File: src/rtl/sad_min_select_pkg.sv
// Shared types and constants for the SAD minimum selector.
// Contents:
//   - search geometry: 31x31 search image, 16x16 reference window, 16x16 offsets
//   - sad_t          : one SAD-engine result {sad, search-memory addr}
//   - sad_min_res_t  : final result {best, x, y}
//   - sad_better()   : strict ordering used by both the lane reduction and the running best
package sad_min_select_pkg;

    localparam int SImgSize = 31;
    localparam int RImgSize = 16;
    localparam int NumPos   = SImgSize - RImgSize + 1;
    localparam int NumRows  = NumPos;
    localparam int NumCand  = NumPos * NumPos;
    localparam int PosW     = $clog2(NumPos);
    localparam int SadLanes = 2;
    localparam int SadW     = 17;
    localparam int AddrW    = 10;
    localparam int CntW     = $clog2(NumCand + 1);

    typedef struct packed {
        logic [SadW-1:0]  sad;
        logic [AddrW-1:0] addr;
    } sad_t;

    typedef struct packed {
        sad_t            best;
        logic [PosW-1:0] x;
        logic [PosW-1:0] y;
    } sad_min_res_t;

    // True when a beats b: smaller sad, or equal sad at a lower address.
    function automatic logic sad_better(input sad_t a, input sad_t b);
        return (a.sad < b.sad) || ((a.sad == b.sad) && (a.addr < b.addr));
    endfunction

endpackage

File: src/rtl/sad_lane_min.sv
// Combinational reduction of NumLanes SAD results to a single winner.
// Ports:
//   valid_i     in  NumLanes           lanes taking part in this cycle's reduction
//   sad_i       in  sad_t[NumLanes]    per-lane {sad, addr}
//   any_valid_o out 1                  at least one lane was valid
//   win_o       out sad_t              minimum sad, lower addr on ties ('0 when none valid)
module sad_lane_min
    import sad_min_select_pkg::*;
#(
    parameter int NumLanes = SadLanes
) (
    input  logic [NumLanes-1:0] valid_i,
    input  sad_t [NumLanes-1:0] sad_i,
    output logic                any_valid_o,
    output sad_t                win_o
);

    always_comb begin
        // NOTE: every output gets a default before the loop, so no path leaves one
        // unassigned and no latch is inferred.
        any_valid_o = 1'b0;
        win_o       = '0;
        for (int i = 0; i < NumLanes; i++) begin
            // Strict comparison: an identical entry on a later lane keeps the earlier one.
            if (valid_i[i] && (!any_valid_o || sad_better(sad_i[i], win_o))) begin
                win_o       = sad_i[i];
                any_valid_o = 1'b1;
            end
        end
    end

endmodule

File: src/rtl/sad_min_select.sv
// Tracks the minimum SAD over one full search and converts its address to (x,y).
// Ports:
//   clk_i       in  1                clock
//   rst_i       in  1                synchronous active-high reset
//   start_i     in  1                begin a new search (aborts any search in progress)
//   sad_valid_i in  NumLanes         per-lane valid
//   sad_i       in  sad_t[NumLanes]  per-lane {sad, addr}
//   busy_o      out 1                searching or converting
//   done_o      out 1                one-cycle pulse, result valid
//   best_o      out sad_t            minimum sad and its address
//   best_x_o    out PosW             addr % SImgSize
//   best_y_o    out PosW             addr / SImgSize
//   err_o       out 1                sticky protocol error, cleared by start_i
module sad_min_select
    import sad_min_select_pkg::*;
#(
    parameter int NumLanes = SadLanes
) (
    input  logic                clk_i,
    input  logic                rst_i,
    input  logic                start_i,
    input  logic [NumLanes-1:0] sad_valid_i,
    input  sad_t [NumLanes-1:0] sad_i,
    output logic                busy_o,
    output logic                done_o,
    output sad_t                best_o,
    output logic [PosW-1:0]     best_x_o,
    output logic [PosW-1:0]     best_y_o,
    output logic                err_o
);

    localparam logic [1:0] StIdle = 2'd0;
    localparam logic [1:0] StRun  = 2'd1;
    localparam logic [1:0] StConv = 2'd2;

    localparam logic [CntW-1:0]  CandMax   = CntW'(NumCand);
    localparam logic [AddrW-1:0] RowStride = AddrW'(SImgSize);
    localparam logic [PosW-1:0]  LastRow   = PosW'(NumRows - 1);

    logic [1:0]       state_q, state_d;
    logic [CntW-1:0]  count_q, count_d;
    logic             first_q, first_d;
    sad_min_res_t     res_q, res_d;
    logic             err_q, err_d;
    logic             done_q, done_d;
    logic [AddrW-1:0] rem_q, rem_d;
    logic [PosW-1:0]  row_q, row_d;

    logic [NumLanes-1:0] accept;
    logic                drop;
    logic [CntW-1:0]     taken;
    logic                win_valid;
    sad_t                win;

    // Lanes are admitted in index order until the search holds NumCand candidates;
    // anything beyond that in the final cycle is dropped and flagged.
    always_comb begin
        accept = '0;
        drop   = 1'b0;
        taken  = '0;
        for (int i = 0; i < NumLanes; i++) begin
            if (sad_valid_i[i]) begin
                if ((count_q + taken) < CandMax) begin
                    accept[i] = 1'b1;
                    taken     = taken + CntW'(1);
                end else begin
                    drop = 1'b1;
                end
            end
        end
    end

    sad_lane_min #(
        .NumLanes (NumLanes)
    ) u_lane_min (
        .valid_i     (accept),
        .sad_i       (sad_i),
        .any_valid_o (win_valid),
        .win_o       (win)
    );

    always_comb begin
        state_d = state_q;
        count_d = count_q;
        first_d = first_q;
        res_d   = res_q;
        err_d   = err_q;
        done_d  = 1'b0;
        rem_d   = rem_q;
        row_d   = row_q;

        if (start_i) begin
            // Lanes presented alongside start belong to no search and are ignored.
            state_d = StRun;
            count_d = '0;
            first_d = 1'b1;
            res_d   = '0;
            err_d   = 1'b0;
        end else begin
            case (state_q)
                StRun: begin
                    if (drop) begin
                        err_d = 1'b1;
                    end
                    count_d = count_q + taken;
                    if (win_valid && (first_q || sad_better(win, res_q.best))) begin
                        res_d.best = win;
                        first_d    = 1'b0;
                    end
                    if (count_d == CandMax) begin
                        state_d = StConv;
                        rem_d   = res_d.best.addr;
                        row_d   = '0;
                    end
                end
                StConv: begin
                    if (|sad_valid_i) begin
                        err_d = 1'b1;
                    end
                    // Repeated subtraction divider, one row per cycle, capped at the last row.
                    if ((rem_q >= RowStride) && (row_q != LastRow)) begin
                        rem_d = rem_q - RowStride;
                        row_d = row_q + PosW'(1);
                    end else begin
                        // Still >= one row at the cap means the address lies outside the grid.
                        if (rem_q >= RowStride) begin
                            err_d = 1'b1;
                        end
                        res_d.x = rem_q[PosW-1:0];
                        res_d.y = row_q;
                        state_d = StIdle;
                        done_d  = 1'b1;
                    end
                end
                default: begin
                    if (|sad_valid_i) begin
                        err_d = 1'b1;
                    end
                end
            endcase
        end
    end

    // NOTE: state registers use non-blocking assignments so every register samples
    // the pre-edge values regardless of statement order.
    always_ff @(posedge clk_i) begin
        if (rst_i) begin
            state_q <= StIdle;
            count_q <= '0;
            first_q <= 1'b1;
            res_q   <= '0;
            err_q   <= 1'b0;
            done_q  <= 1'b0;
            rem_q   <= '0;
            row_q   <= '0;
        end else begin
            state_q <= state_d;
            count_q <= count_d;
            first_q <= first_d;
            res_q   <= res_d;
            err_q   <= err_d;
            done_q  <= done_d;
            rem_q   <= rem_d;
            row_q   <= row_d;
        end
    end

    assign busy_o   = (state_q != StIdle);
    assign done_o   = done_q;
    assign best_o   = res_q.best;
    assign best_x_o = res_q.x;
    assign best_y_o = res_q.y;
    assign err_o    = err_q;

endmodule

File: config.mk
export PLATFORM = sky130hd
export DESIGN_NAME = sad_min_select
export DESIGN_NICKNAME = d
export VERILOG_FILES = /design/src/rtl/sad_min_select_pkg.sv /design/src/rtl/sad_lane_min.sv /design/src/rtl/sad_min_select.sv
export SDC_FILE = /design/constraint.sdc
export NUM_CORES = 1
export LEC_CHECK = 0
export ABC_CLOCK_PERIOD_IN_PS = 9330
export BUFFER_PORTS_ARGS = -buffer_cell sky130_fd_sc_hd__buf_2
export CAP_MARGIN = 25
export CORE_ASPECT_RATIO = 0.8
export CORE_UTILIZATION = 54
export DETAILED_ROUTE_END_ITERATION = 10
export GPL_TIMING_DRIVEN = 0
export PLACE_DENSITY = 0.86
export SLEW_MARGIN = 20
export SYNTH_ARGS = -nofsm -noshare
export SYNTH_HDL_FRONTEND = slang
export SYNTH_SLANG_ARGS = --single-unit
export TNS_END_PERCENT = 100
File: constraint.sdc
create_clock -name clk_i -period 9.33 [get_ports clk_i]
set_input_delay 0 -clock clk_i [delete_from_list [all_inputs] [get_ports clk_i]]
set_output_delay 0 -clock clk_i [all_outputs]
set_load 0.005 [all_outputs]
==> flow_summary.yaml <==
sta:
  slew_headroom_pct: 43.7
  period_share_pct: 73.6
  setup_tns_ns: 0
  rsz0062_at_grt: "no"
  finalSetupViolations: 0
  final-max-slew-violation-count: 0
  period_needed_ns: 6.87
  skew_ns: 0.0105
  worst_slew_pin_slew_ns: 0.835
  fmax_mhz: 146
  finalHoldViolCount: 0
  worst_slack_ns: 2.46
  whs_ns: 0.137
critical_path:
  required_ns: 9.57
  cp.buffers_inverters: 7
  reg2reg_from: "count_q[8]"
  crit_arrival_ns: 7.11
  setup.worst_path.end_class: "flop"
  crit_fanout: 10
  crit_type: "flop to flop"
  critical-path-slowest-cell: "o21ai_0"
  slowest_delay_ns: 0.59
  crit_start: "count_q[8]"
  crit_top_cell: "buf_2"
  cp-start-kind: "flop"
  crit_family: "compound AO/OA/AOI/OAI gates"
power_and_ir_drop:
  total_power_uw: 662
  p_per_area_nw_per_um2: 118
  vdd_drop_max_mv: 0.0808
  p_leak_nw: 2.56
place:
  placed_area_sq_um: 5420
  port_buffers: 96
  pre_cts_slack_ns: 2.70
  hpwl_um: 11100
  place.gp.congestion: 0.909
clock_tree:
  cts-buffers-inserted: 9
  root_buffer: "clkbuf_8"
  cts.sinks: 63
  clk_latency_ns: 0.35
  cts_setup_buffers: 0
  cts_max_level: 3
  cts_tree: "built"
  clk_pin_slew_ns: 0.07
  clk_path_buf_depth: 2
  cts.repair.resized: 0
synthesis:
  synthTopCellsByArea: "dfxtp_1, ha_1, nand2_1, o211a_1, a21oi_1"
  synthSimpleGateAreaFrac_pct: 20.8
  synth_xor_area_share_pct: 1.64
  synth_top_cell_area_share_pct: 26.3
  synth_top_family_by_area: "compound AO/OA/AOI/OAI gates"
  seq_area_frac_synth_pct: 26.3
  syn_area_sq_um: 4800
  yosysWarnings: 0
  syn_nets: 724
  avgSynthCellArea_sq_um: 7.94
  synthAdderAreaFrac_pct: 16.1
  synth_commonest_cells: "nand2_1, dfxtp_1, ha_1"
  synth_compound_area_share_pct: 27.7
  synth_top_area_cell: "dfxtp_1"
  ys_types: 64
  synthFlopType: "dfxtp_1"
  synthMuxAreaShare_pct: 1.28
  ys_ff_latch: 63
  async_reset_ff_share_pct: 0
  synth_cells: 604
  synth.most_common_cell: "nand2_1"
  synth_edf_count: 0
drt:
  vias_per_cell: 6.17
  drtPass1Iterations: 6
  routed_wl_um: 14200
  ant_nets: 0
  drc_errors: 0
  via_count: 5114
  wl_per_cell_um: 17.1
  drtIter0Drc: 478
layout:
  postLayoutCellArea_sq_um: 5600
  drive_above_1_share_pct: 19.8
  nNetsFinal: 832
  area_growth_pct: 16.8
  n_antenna_cell: 0
flow_run:
  maxCapViolations: 0
min_path:
  hp-class: "primary input to flop"
  worstHoldStart: "sad_i[27]"
status:
  status: "complete, no violations"
floorplanning:
  initial_core_util_pct: 56.1
  rows: 30
  die-area_sq_um: 9270
  core-area_sq_um: 8560
  die_height_um: 86.3
  io_pins: 97
  die_x_um: 107
grt:
  grt_overflow_total: 0
  grt_max_degree: 12
  grt_pass1_wl_um: 22600
  gr-usage-all-layers_pct: 31.3
  grt_antenna_before_repair: 0
  first_global_vias: 4685
-- routing by layer --
layer	vias up	part of all wire, %	track usage, %
li1	2447	-	-
met1	2346	43	42.8
met2	287	44	49.3
met3	34	10	5.79
met4	0	2.2	11.5
met5	-	0	0
-- kinds of logic (layout without fill, tap and decap cells) --
family	after synthesis	after routing
compound gates	181	181
mux	6	6
simple gates	210	210
flops	63	63
xor+xnor	9	9
buf+inv	74	187
fa+ha+maj	61	61
-- repair_timing --
| item | in CTS | in global routing |
|---|---|---|
| setup endpoints to repair | 0 | 0 |
| hold buffers | 1 | 0 |
| endpoints found under the hold margin | 1 | 0 |
-- power breakdown --
group | switching, mW | internal [mW]
Clock | 0.112 | 0.102
Sequential | 0.00425 | 0.274
Combinational | 0.104 | 0.0652
Total | 0.220 | 0.442
-- area by class of cell --
type	instances	area (sq um)
Multi-Input combinational cell	467	3240
Fill cell	732	2960
Sequential cell	63	1260
Timing Repair Buffer	97	490
Inverter	43	161
Tap cell	112	140
Clock buffer	10	138
Buffer	31	134
Clock inverter	6	36.3
-- metrics by stage --
stage	std cells	utilization, %
floorplan	604	-
finish	829	65.5
global route	829	65.5
global placement	812	63.3
CTS	829	65.5
detailed placement	812	63.3
-- placed cells by master (no fill, tap or decap), types with 3 or more instances in the layout --
cell type	netlist	routed
a21oi_1	37	37
nor3_1	8	8
nor4_1	6	6
nor2b_1	3	3
and2_1	4	4
nand2b_1	4	4
o21a_1	4	4
o21ai_0	36	36
dfxtp_1	63	63
o211ai_1	4	4
clkinv_2	0	4
a221o_1	6	6
clkbuf_1	15	15
nor2_1	41	41
xor2_1	5	5
nand3_1	18	18
or2_2	4	4
a31oi_1	8	8
clkbuf_8	0	10
buf_2	11	107
o31ai_1	22	22
or4_1	5	5
nand2_1	88	88
o211a_1	20	20
xnor2_1	4	4
ha_1	60	60
a211oi_1	9	9
inv_1	43	43
a211o_1	5	5
a21o_1	5	5
nand4_1	12	12
nor3b_1	3	3
buf_1	4	4
mux2i_1	5	5
-- worst paths after layout --
path,endpoint,slack [ns],cells after the start
setup / recovery,best_o[16],2.46,26
hold / removal,rem_q[0],0.14,4
setup reg to reg,best_o[16],2.46,26
hold reg to reg,best_y_o[3],0.46,2
-- worst reg2reg max path, cell delays in order (launching register included) --
cell	delay, ns
dfxtp_1	0.38
nand2b_4	0.20
inv_1	0.07
clkbuf_1	0.35
buf_1	0.43
nand2_1	0.17
ha_1	0.32
nand4_1	0.12
nor4_1	0.40
a31oi_1	0.17
o32ai_2	0.44
and2_1	0.18
buf_2	0.18
buf_2	0.23
buf_2	0.25
nand2_1	0.07
o21ai_0	0.20
ha_1	0.36
a211oi_1	0.22
nand2_1	0.08
o221ai_1	0.18
a211oi_1	0.13
o21ai_0	0.59
a2111o_1	0.34
nand3_1	0.22
buf_2	0.26
o211a_1	0.24
-- registers in the layout, summed over array words and instances, names as in the netlist --
name and flops:
best_o 27, rem_q 10, count_q 9, best_x_o 4, best_y_o 4, row_q 4
state_q 2, done_o 1, err_o 1, first_q 1
No activity file was read; power rests on OpenSTA's default activity.
